--- config.mk ---
export PLATFORM = sky130hd
export DESIGN_NAME = tank_level_monitor
export DESIGN_NICKNAME = d
export VERILOG_FILES = /design/src/rtl/tank_pkg.sv /design/src/rtl/level_thermo_enc.sv /design/src/rtl/tank_level_monitor.sv
export SDC_FILE = /design/constraint.sdc
export NUM_CORES = 1
export LEC_CHECK = 0
export BUFFER_PORTS_ARGS = -buffer_cell sky130_fd_sc_hd__buf_2
export CORE_UTILIZATION = 45
export DETAILED_ROUTE_END_ITERATION = 10
export PLACE_DENSITY = 0.65
export SYNTH_ARGS = -nofsm -noshare
export SYNTH_HDL_FRONTEND = slang
export SYNTH_SLANG_ARGS = --single-unit
--- constraint.sdc ---
create_clock -name clk -period 2.5 [get_ports clk]
set_input_delay 0.125 -clock clk [delete_from_list [all_inputs] [get_ports clk]]
set_output_delay 0.125 -clock clk [all_outputs]
set_load 0.05 [all_outputs]
--- src/rtl/tank_pkg.sv ---
// Shared types and default constants for the tank level monitor.
package tank_pkg;

  typedef enum logic [1:0] {
    NORMAL = 2'd0,
    LOW    = 2'd1,
    HIGH   = 2'd2
  } alarm_t;

  localparam int DEF_LEVEL_W     = 9;
  localparam int DEF_CAPACITY    = 100;
  localparam int DEF_NUM_BANDS   = 10;
  localparam int DEF_RESET_LEVEL = 100;
  localparam int DEF_FILL_RATE   = 2;
  localparam int DEF_DRAIN_RATE  = 1;
  localparam int DEF_LOW_TH      = 20;
  localparam int DEF_HIGH_TH     = 90;
  localparam int DEF_HYST        = 5;
  localparam int DEF_DRY_CYCLES  = 8;

endpackage

--- src/rtl/level_thermo_enc.sv ---
// Thermometer encoder: band k is lit once the level reaches (k+1)*STEP.
module level_thermo_enc
  import tank_pkg::*;
#(
  parameter int LEVEL_W   = DEF_LEVEL_W,
  parameter int CAPACITY  = DEF_CAPACITY,
  parameter int NUM_BANDS = DEF_NUM_BANDS
) (
  input  logic [LEVEL_W-1:0]   level,
  output logic [NUM_BANDS-1:0] sensor_out
);

  localparam int STEP = CAPACITY / NUM_BANDS;

  // Inclusive compare so a level sitting exactly on a boundary lights that band.
  for (genvar k = 0; k < NUM_BANDS; k++) begin : g_band
    localparam logic [LEVEL_W-1:0] BAND_TH = LEVEL_W'((k + 1) * STEP);
    assign sensor_out[k] = (level >= BAND_TH);
  end

endmodule

--- src/rtl/tank_level_monitor.sv ---
// Tank level integrator with clamping, hysteretic alarm FSM and a latched
// dry-pump fault that interlocks the pump.
module tank_level_monitor
  import tank_pkg::*;
#(
  parameter int LEVEL_W     = DEF_LEVEL_W,
  parameter int CAPACITY    = DEF_CAPACITY,
  parameter int NUM_BANDS   = DEF_NUM_BANDS,
  parameter int RESET_LEVEL = DEF_RESET_LEVEL,
  parameter int FILL_RATE   = DEF_FILL_RATE,
  parameter int DRAIN_RATE  = DEF_DRAIN_RATE,
  parameter int LOW_TH      = DEF_LOW_TH,
  parameter int HIGH_TH     = DEF_HIGH_TH,
  parameter int HYST        = DEF_HYST,
  parameter int DRY_CYCLES  = DEF_DRY_CYCLES
) (
  input  logic                 clk,
  input  logic                 rst,
  input  logic                 pump_activated,
  input  logic                 valve_open,
  input  logic                 fault_clr,
  output logic [LEVEL_W-1:0]   level,
  output logic [NUM_BANDS-1:0] sensor_out,
  output logic [1:0]           alarm_state,
  output logic                 low_alarm,
  output logic                 high_alarm,
  output logic                 dry_fault,
  output logic                 overflow
);

  localparam int SW = LEVEL_W + 2;
  localparam int CW = $clog2(DRY_CYCLES + 1);

  localparam logic signed [SW-1:0] FILL_S  = SW'(FILL_RATE);
  localparam logic signed [SW-1:0] DRAIN_S = SW'(DRAIN_RATE);
  localparam logic signed [SW-1:0] CAP_S   = SW'(CAPACITY);

  localparam logic [LEVEL_W-1:0] CAP_L     = LEVEL_W'(CAPACITY);
  localparam logic [LEVEL_W-1:0] RESET_L   = LEVEL_W'(RESET_LEVEL);
  localparam logic [LEVEL_W-1:0] LOW_ON    = LEVEL_W'(LOW_TH);
  localparam logic [LEVEL_W-1:0] LOW_OFF   = LEVEL_W'(LOW_TH + HYST);
  localparam logic [LEVEL_W-1:0] HIGH_ON   = LEVEL_W'(HIGH_TH);
  localparam logic [LEVEL_W-1:0] HIGH_OFF  = LEVEL_W'(HIGH_TH - HYST);
  localparam logic [CW-1:0]      DRY_LIMIT = CW'(DRY_CYCLES);

  alarm_t                state;
  logic [CW-1:0]         dry_cnt;
  logic                  pump_eff;
  logic signed [SW-1:0]  raw;
  logic [LEVEL_W-1:0]    level_next;

  assign pump_eff = pump_activated & ~dry_fault;

  // Two guard bits keep the unclamped sum exact in both directions.
  always_comb begin
    raw = $signed({2'b00, level})
        + (valve_open ? FILL_S  : '0)
        - (pump_eff   ? DRAIN_S : '0);
    if (raw < 0)
      level_next = '0;
    else if (raw > CAP_S)
      level_next = CAP_L;
    else
      level_next = raw[LEVEL_W-1:0];
  end

  // NOTE: every register here uses <= so all state samples pre-edge values;
  // the FSM therefore sees the old level and lags it by exactly one cycle.
  always_ff @(posedge clk or posedge rst) begin
    if (rst) begin
      level     <= RESET_L;
      overflow  <= 1'b0;
      state     <= NORMAL;
      dry_cnt   <= '0;
      dry_fault <= 1'b0;
    end else begin
      level    <= level_next;
      overflow <= (raw > CAP_S);

      case (state)
        NORMAL: begin
          if (level <= LOW_ON)
            state <= LOW;
          else if (level >= HIGH_ON)
            state <= HIGH;
        end
        LOW:     if (level >= LOW_OFF)  state <= NORMAL;
        HIGH:    if (level <= HIGH_OFF) state <= NORMAL;
        default: state <= NORMAL;
      endcase

      // Clear beats a same-cycle set so the operator always regains control.
      if (fault_clr) begin
        dry_cnt   <= '0;
        dry_fault <= 1'b0;
      end else begin
        if (pump_activated && level == '0)
          dry_cnt <= (dry_cnt == DRY_LIMIT) ? dry_cnt : dry_cnt + 1'b1;
        else
          dry_cnt <= '0;
        if (dry_cnt == DRY_LIMIT)
          dry_fault <= 1'b1;
      end
    end
  end

  assign alarm_state = state;
  assign low_alarm   = (state == LOW);
  assign high_alarm  = (state == HIGH);

  level_thermo_enc #(
    .LEVEL_W  (LEVEL_W),
    .CAPACITY (CAPACITY),
    .NUM_BANDS(NUM_BANDS)
  ) u_enc (
    .level     (level),
    .sensor_out(sensor_out)
  );

endmodule

# Yosys cells after proc, flatten, opt, wreduce, memory -nomap -nowiden
# Index checks and enable logic that the tools add are counted.
# W data, S select, Z words.
op_classes:
  add_sub_neg: 3
  magnitude_cmp: 15
  eq_ne: 7
  muxes: 14
  n_bitwise: 2
  n_reduce_logical: 5
op_table:
  columns: ["cell", "n"]
  rows:
  - ["$ge A9 B7 Y1 const B", 4]
  - ["$ge A9 B5 Y1 const B", 3]
  - ["$ge A9 B6 Y1 const B", 3]
  - ["$mux W9", 2]
  - ["$mux W4", 3]
  - ["$gt A11 B8 Y1 const B", 1]
  - ["$lt A11 B1 Y1 const B", 1]
  - ["$sub A10 B1 Y11", 1]
  - ["$add A9 B2 Y10", 1]
  - ["$mux W2", 5]
  - ["$ge A9 B4 Y1 const B", 1]
  - ["$le A9 B5 Y1 const B", 1]
  - ["$le A9 B7 Y1 const B", 1]
  - ["$logic_not A9 Y1", 1]
  - ["$ne A3 B3 Y1 const B", 2]
  - ["$pmux W2 S3", 1]
  - ["$add A4 B1 Y4 const B", 1]
  - ["$eq A4 B4 Y1 const B", 1]
  - ["$ne A2 B1 Y1 const B", 2]
  - ["$mux W1", 3]
  - ["$reduce_and A3 Y1", 1]
  - ["$eq A2 B1 Y1 const B", 1]
  - ["$eq A2 B2 Y1 const B", 1]
  - ["$logic_not A2 Y1", 1]
  - ["other kinds (4)", 4]
totals:
  reg_bits: 17
  input_bits: 5
  out_inout_bits: 25
  wordCells: 51

# Longest topological paths before layout
depth:
  ltp_word: 7
  ltp_mapped: 11
  depth_no_buf: 11

# Hierarchy
# Synthesis repeated with hierarchy kept, for this count alone.
unflattened:
  cells_unflattened: 198
  area_unflattened_um2: 1724.2
by_module_without_submodules:
  columns: ["mod", "instances", "cells_per_inst", "area_per_inst_um2", "seq_area_each_um2"]
  rows:
  - ["tank_level_monitor", 1, 172, 1545.2, 429.2]
  - ["level_thermo_enc", 1, 26, 178.9, 0.0]

# Worst setup path before layout
# OpenSTA, ideal clock, no wires.
synth_timing:
  path_type: "register to register"
  from: "register level[1]"
  to: "register level[1]"
  t_arrival_ns: 2.779
  required_time_ns: 2.405
  slack_ns: -0.374
  path_stages_with_launch: 12
  cell_sequence: "dfrtp_1 > inv_1 > ha_1 > inv_1 > ha_1 > fa_1 > nand2b_1 > a21bo_4 > o211ai_2 > xnor2_1 > o311ai_2 > nor4b_2"
synth_between:
  elab_chain_len: 5
  elab_cells_between_ends: 6
  classes_between: "2 x add/sub; 2 x order compare; 2 x mux"
synth_lines:
  columns: ["element", "line_no", "source"]
  rows:
  - ["start: declaration", "tank_level_monitor.sv:22", "output logic [LEVEL_W-1:0] level,"]
  - ["start signal: assignment", "tank_level_monitor.sv:77", "level <= level_next;"]
  - ["$add A9 B2 Y10 (*)", "tank_level_monitor.sv:57", "+ (valve_open ? FILL_S : '0)"]
  - ["$sub A10 B1 Y11 (*)", "tank_level_monitor.sv:58", "- (pump_eff ? DRAIN_S : '0);"]
  - ["$gt A11 B8 Y1", "tank_level_monitor.sv:61", "else if (raw > CAP_S)"]
  - ["$mux W9", "tank_level_monitor.sv:61", null]
  - ["$mux W9 (*)", "tank_level_monitor.sv:59", "if (raw < 0)"]
  - ["named net level_next[1]", "tank_level_monitor.sv:50", "logic [LEVEL_W-1:0] level_next;"]
# Mark *: on every way through the listed nets, which the timed path passes. The rest lies on a longest branch.
# A chain may end at the register's enable or synchronous reset.

# Worst setup path in the final report
layout_timing:
  from: "register level[6]"
  to: "register level[1]"
# The elaborated chain is that of the path after synthesis.

==> results.toml <==
[final_layout]
final-seq-area_um2 = 447
fin_util = 0.625
multi_input_area_um2 = 1410
final_common_cell = "buf_2"
fillCellCount = 344
insertedDiodeCount = 0
final_cell_mix = "buf_2 (29), ha_1 (22), inv_1 (21)"
nNetsFinal = 292
layout-drive-gt1-share = 0.387
area_growth_pct = 30.2

[synth]
yosys_warnings = 0
synth-xor-area-share = 0.0390
synth_top_area_frac = 0.202
yosys.area.top_type = "ha_1"
yosys.area_share.adder = 0.213
synthMuxAreaShare = 0.00557
synth_compound_area_frac = 0.238
yosys_register_bits = 17
ys_top_cells_by_area = "ha_1 (20%), dfrtp_1 (19%), inv_1 (5.2%), o21ai_0 (4.5%), dfstp_2 (4.4%)"
synth_top_family_by_area = "compound AO/OA/AOI/OAI gates"
seq_area_frac_synth = 0.239
avgSynthCellArea_um2 = 8.64
syn-cell-area_um2 = 1800
synth-simple-area-share = 0.191
ys_types = 48
synth_cells = 208

[timing]
max_freq_ghz = 0.410
worst_slack_ps = 61.5
min_period_ps = 2440
tightest_slew_ps = 666
timing.final.crit_share = 0.975
finClkSkew_ps = 4.95
final-max-slew-violation-count = 0
max-slew-margin-rel = 0.556
finalSetupViolCount = 0
finalHoldViolations = 0
rsz0062_at_grt = "yes"

[global_route]
antenna_found_initial = 0
grt_pass1_wl_um = 7050
grtUsageTotal = 0.214
grt_pass1_vias = 1508
grt_max_degree = 18
globalRouteOverflowTotal = 0

[detailed_routing]
drcViolationCount = 0
drt_iter0_drc = 117
routedWlPerCell_um = 14.1
dr.pass1.iters = 4
ant_nets = 0
viasPerCell = 5.44
vias = 1653
routed_wl_um = 4280

[critical_path]
crit_arrival_ps = 2600
crit_type = "reg2reg"
crit_path_start_kind = "flop"
end_kind = "flop"
critPathRequiredTime_ps = 2660
crit_path_max_fanout = 7

[floorplanning]
start_util = 0.480
std_cell_rows = 22
num_io_pins = 30
die_area_um2 = 4250
die_width_um = 65.2
coreArea_um2 = 3740
die_h_um = 65.2

[placed_design]
gp_congestion = 0.859
place_ws_ps = -17.9
portBuffers = 29
dp_hpwl_um = 3440

[cts]
cts_htree_levels = 1
clkLatencyLatePin_ps = 250
cts_buffer_depth = 2
clock_sinks = 17
cts_tree = "done"
cts_inserted_buffers = 3
clkSlewWorstSetupHoldPaths_ps = 70
cts_root_buf = "clkbuf_8"

[power_and_ir_drop]
peakVddDrop_mv = 0.732
pwr_density_cell_nw_per_um2 = 1290
p_leak_uw = 0.00106

[run_status]
status = "finished, final reports clean"

[job]
max-cap-violations = 0

[hold_path]
hp-class = "in2reg"
==> state kept, by name, indices dropped and copies added, names as in the netlist <==
register,count
alarm_state,2
dry_cnt,4
dry_fault,1
level,9
overflow,1
==> worst paths after layout <==
kind	startpoint	to	depth (start not counted)	slack, ps
worst max-delay path	level[6]$_DFF_PP1_	level[1]$_DFF_PP0_	7	60
min in group asynchronous	rst	level[8]$_DFF_PP0_	3	510
worst min register to register	alarm_state[0]$_DFFE_PP0P_	alarm_state[1]$_DFFE_PP0P_	1	530
worst max register to register	level[6]$_DFF_PP1_	level[1]$_DFF_PP0_	7	60
max in group asynchronous	rst	dry_fault$_DFFE_PP0P_	3	1520
worst min-delay path	fault_clr	dry_fault$_DFFE_PP0P_	2	30
==> synth_stat cells (all sizes together) <==
cell type  count
o211ai         3
and3           3
o311a          2
a211o          1
o21bai         1
nand4          2
a21bo          2
or2            1
nor2b          6
o21ai         16
a31o           1
and2           1
mux2i          1
dfstp          3
a31oi          5
clkbuf         1
a21boi         3
o41ai          1
o2111ai        1
nor4           4
o22ai          2
nor4b          2
fa             1
ha            29
xnor2          5
xor2           3
nor2          13
o31ai          3
a21oi         14
dfrtp         14
o311ai         1
nand2b         4
a211oi         3
conb           1
a41o           1
inv           25
nand3          8
nand2         15
o21a           1
or4            1
and4b          1
buf            3
==> worst max-delay path, stage by stage (launching register included) <==
cell,delay [ps]
dfstp_4,660
inv_2,80
ha_1,320
or4_4,540
o211ai_2,190
xnor2_2,160
o311ai_4,170
nor4b_2,230
==> logic make-up after synthesis <==
group | after synthesis
compound gates | 61
xor+xnor | 8
fa+ha+maj | 30
buf+inv | 29
flops | 17
mux | 1
other cells | 1
simple gates | 61
==> power by group <==
group | internal [µW] | switching [µW] | total, µW
sequential | 371 | 53.2 | 424
combinational | 960 | 1420 | 2380
clock | 111 | 99.8 | 210
total | 1440 | 1570 | 3010
==> per-stage QoR <==
stage | cell area, µm² | hold WS, ps | total power (µW) | cells | setup TNS, ps
finish | 2340 | 26.9 | 3010 | 304 | 0
global route | 2340 | 20.9 | 3260 | 304 | -105
CTS | 2250 | 25.2 | 2830 | 301 | 0
detailed placement | 2160 | 259 | 2540 | 296 | -17.9
global placement | 2160 | 280 | 2540 | 296 | 0
floorplan | 1890 | 48.5 | 2060 | 209 | -180
==> timing repair <==
item / in CTS / in global routing
setup endpoints to repair: 3 / 9
pin swaps: 1 / 6
setup buffers: 0 / 3
gates resized for setup: 4 / 12
hold endpoints to repair: 14 / 0
hold buffers: 1 / 0
==> layout make-up <==
type                       count  share of cell area
multi-input combinational    163               0.602
sequential                    17               0.191
timing repair buffer          47               0.121
inverter                      25              0.0412
tap                           48              0.0257
clock buffer                   3              0.0176
clock inverter                 1             0.00214
==> metal layers <==
layer / vias to the layer above / part of all wire / track usage
li1: 829 / - / -
met1: 783 / 0.47 / 0.298
met2: 39 / 0.48 / 0.358
met3: 2 / 0.039 / 0.0174
met4: 0 / 0.0058 / 0.0489
met5: - / 0 / 0
Power figures use the tool's default switching activity.
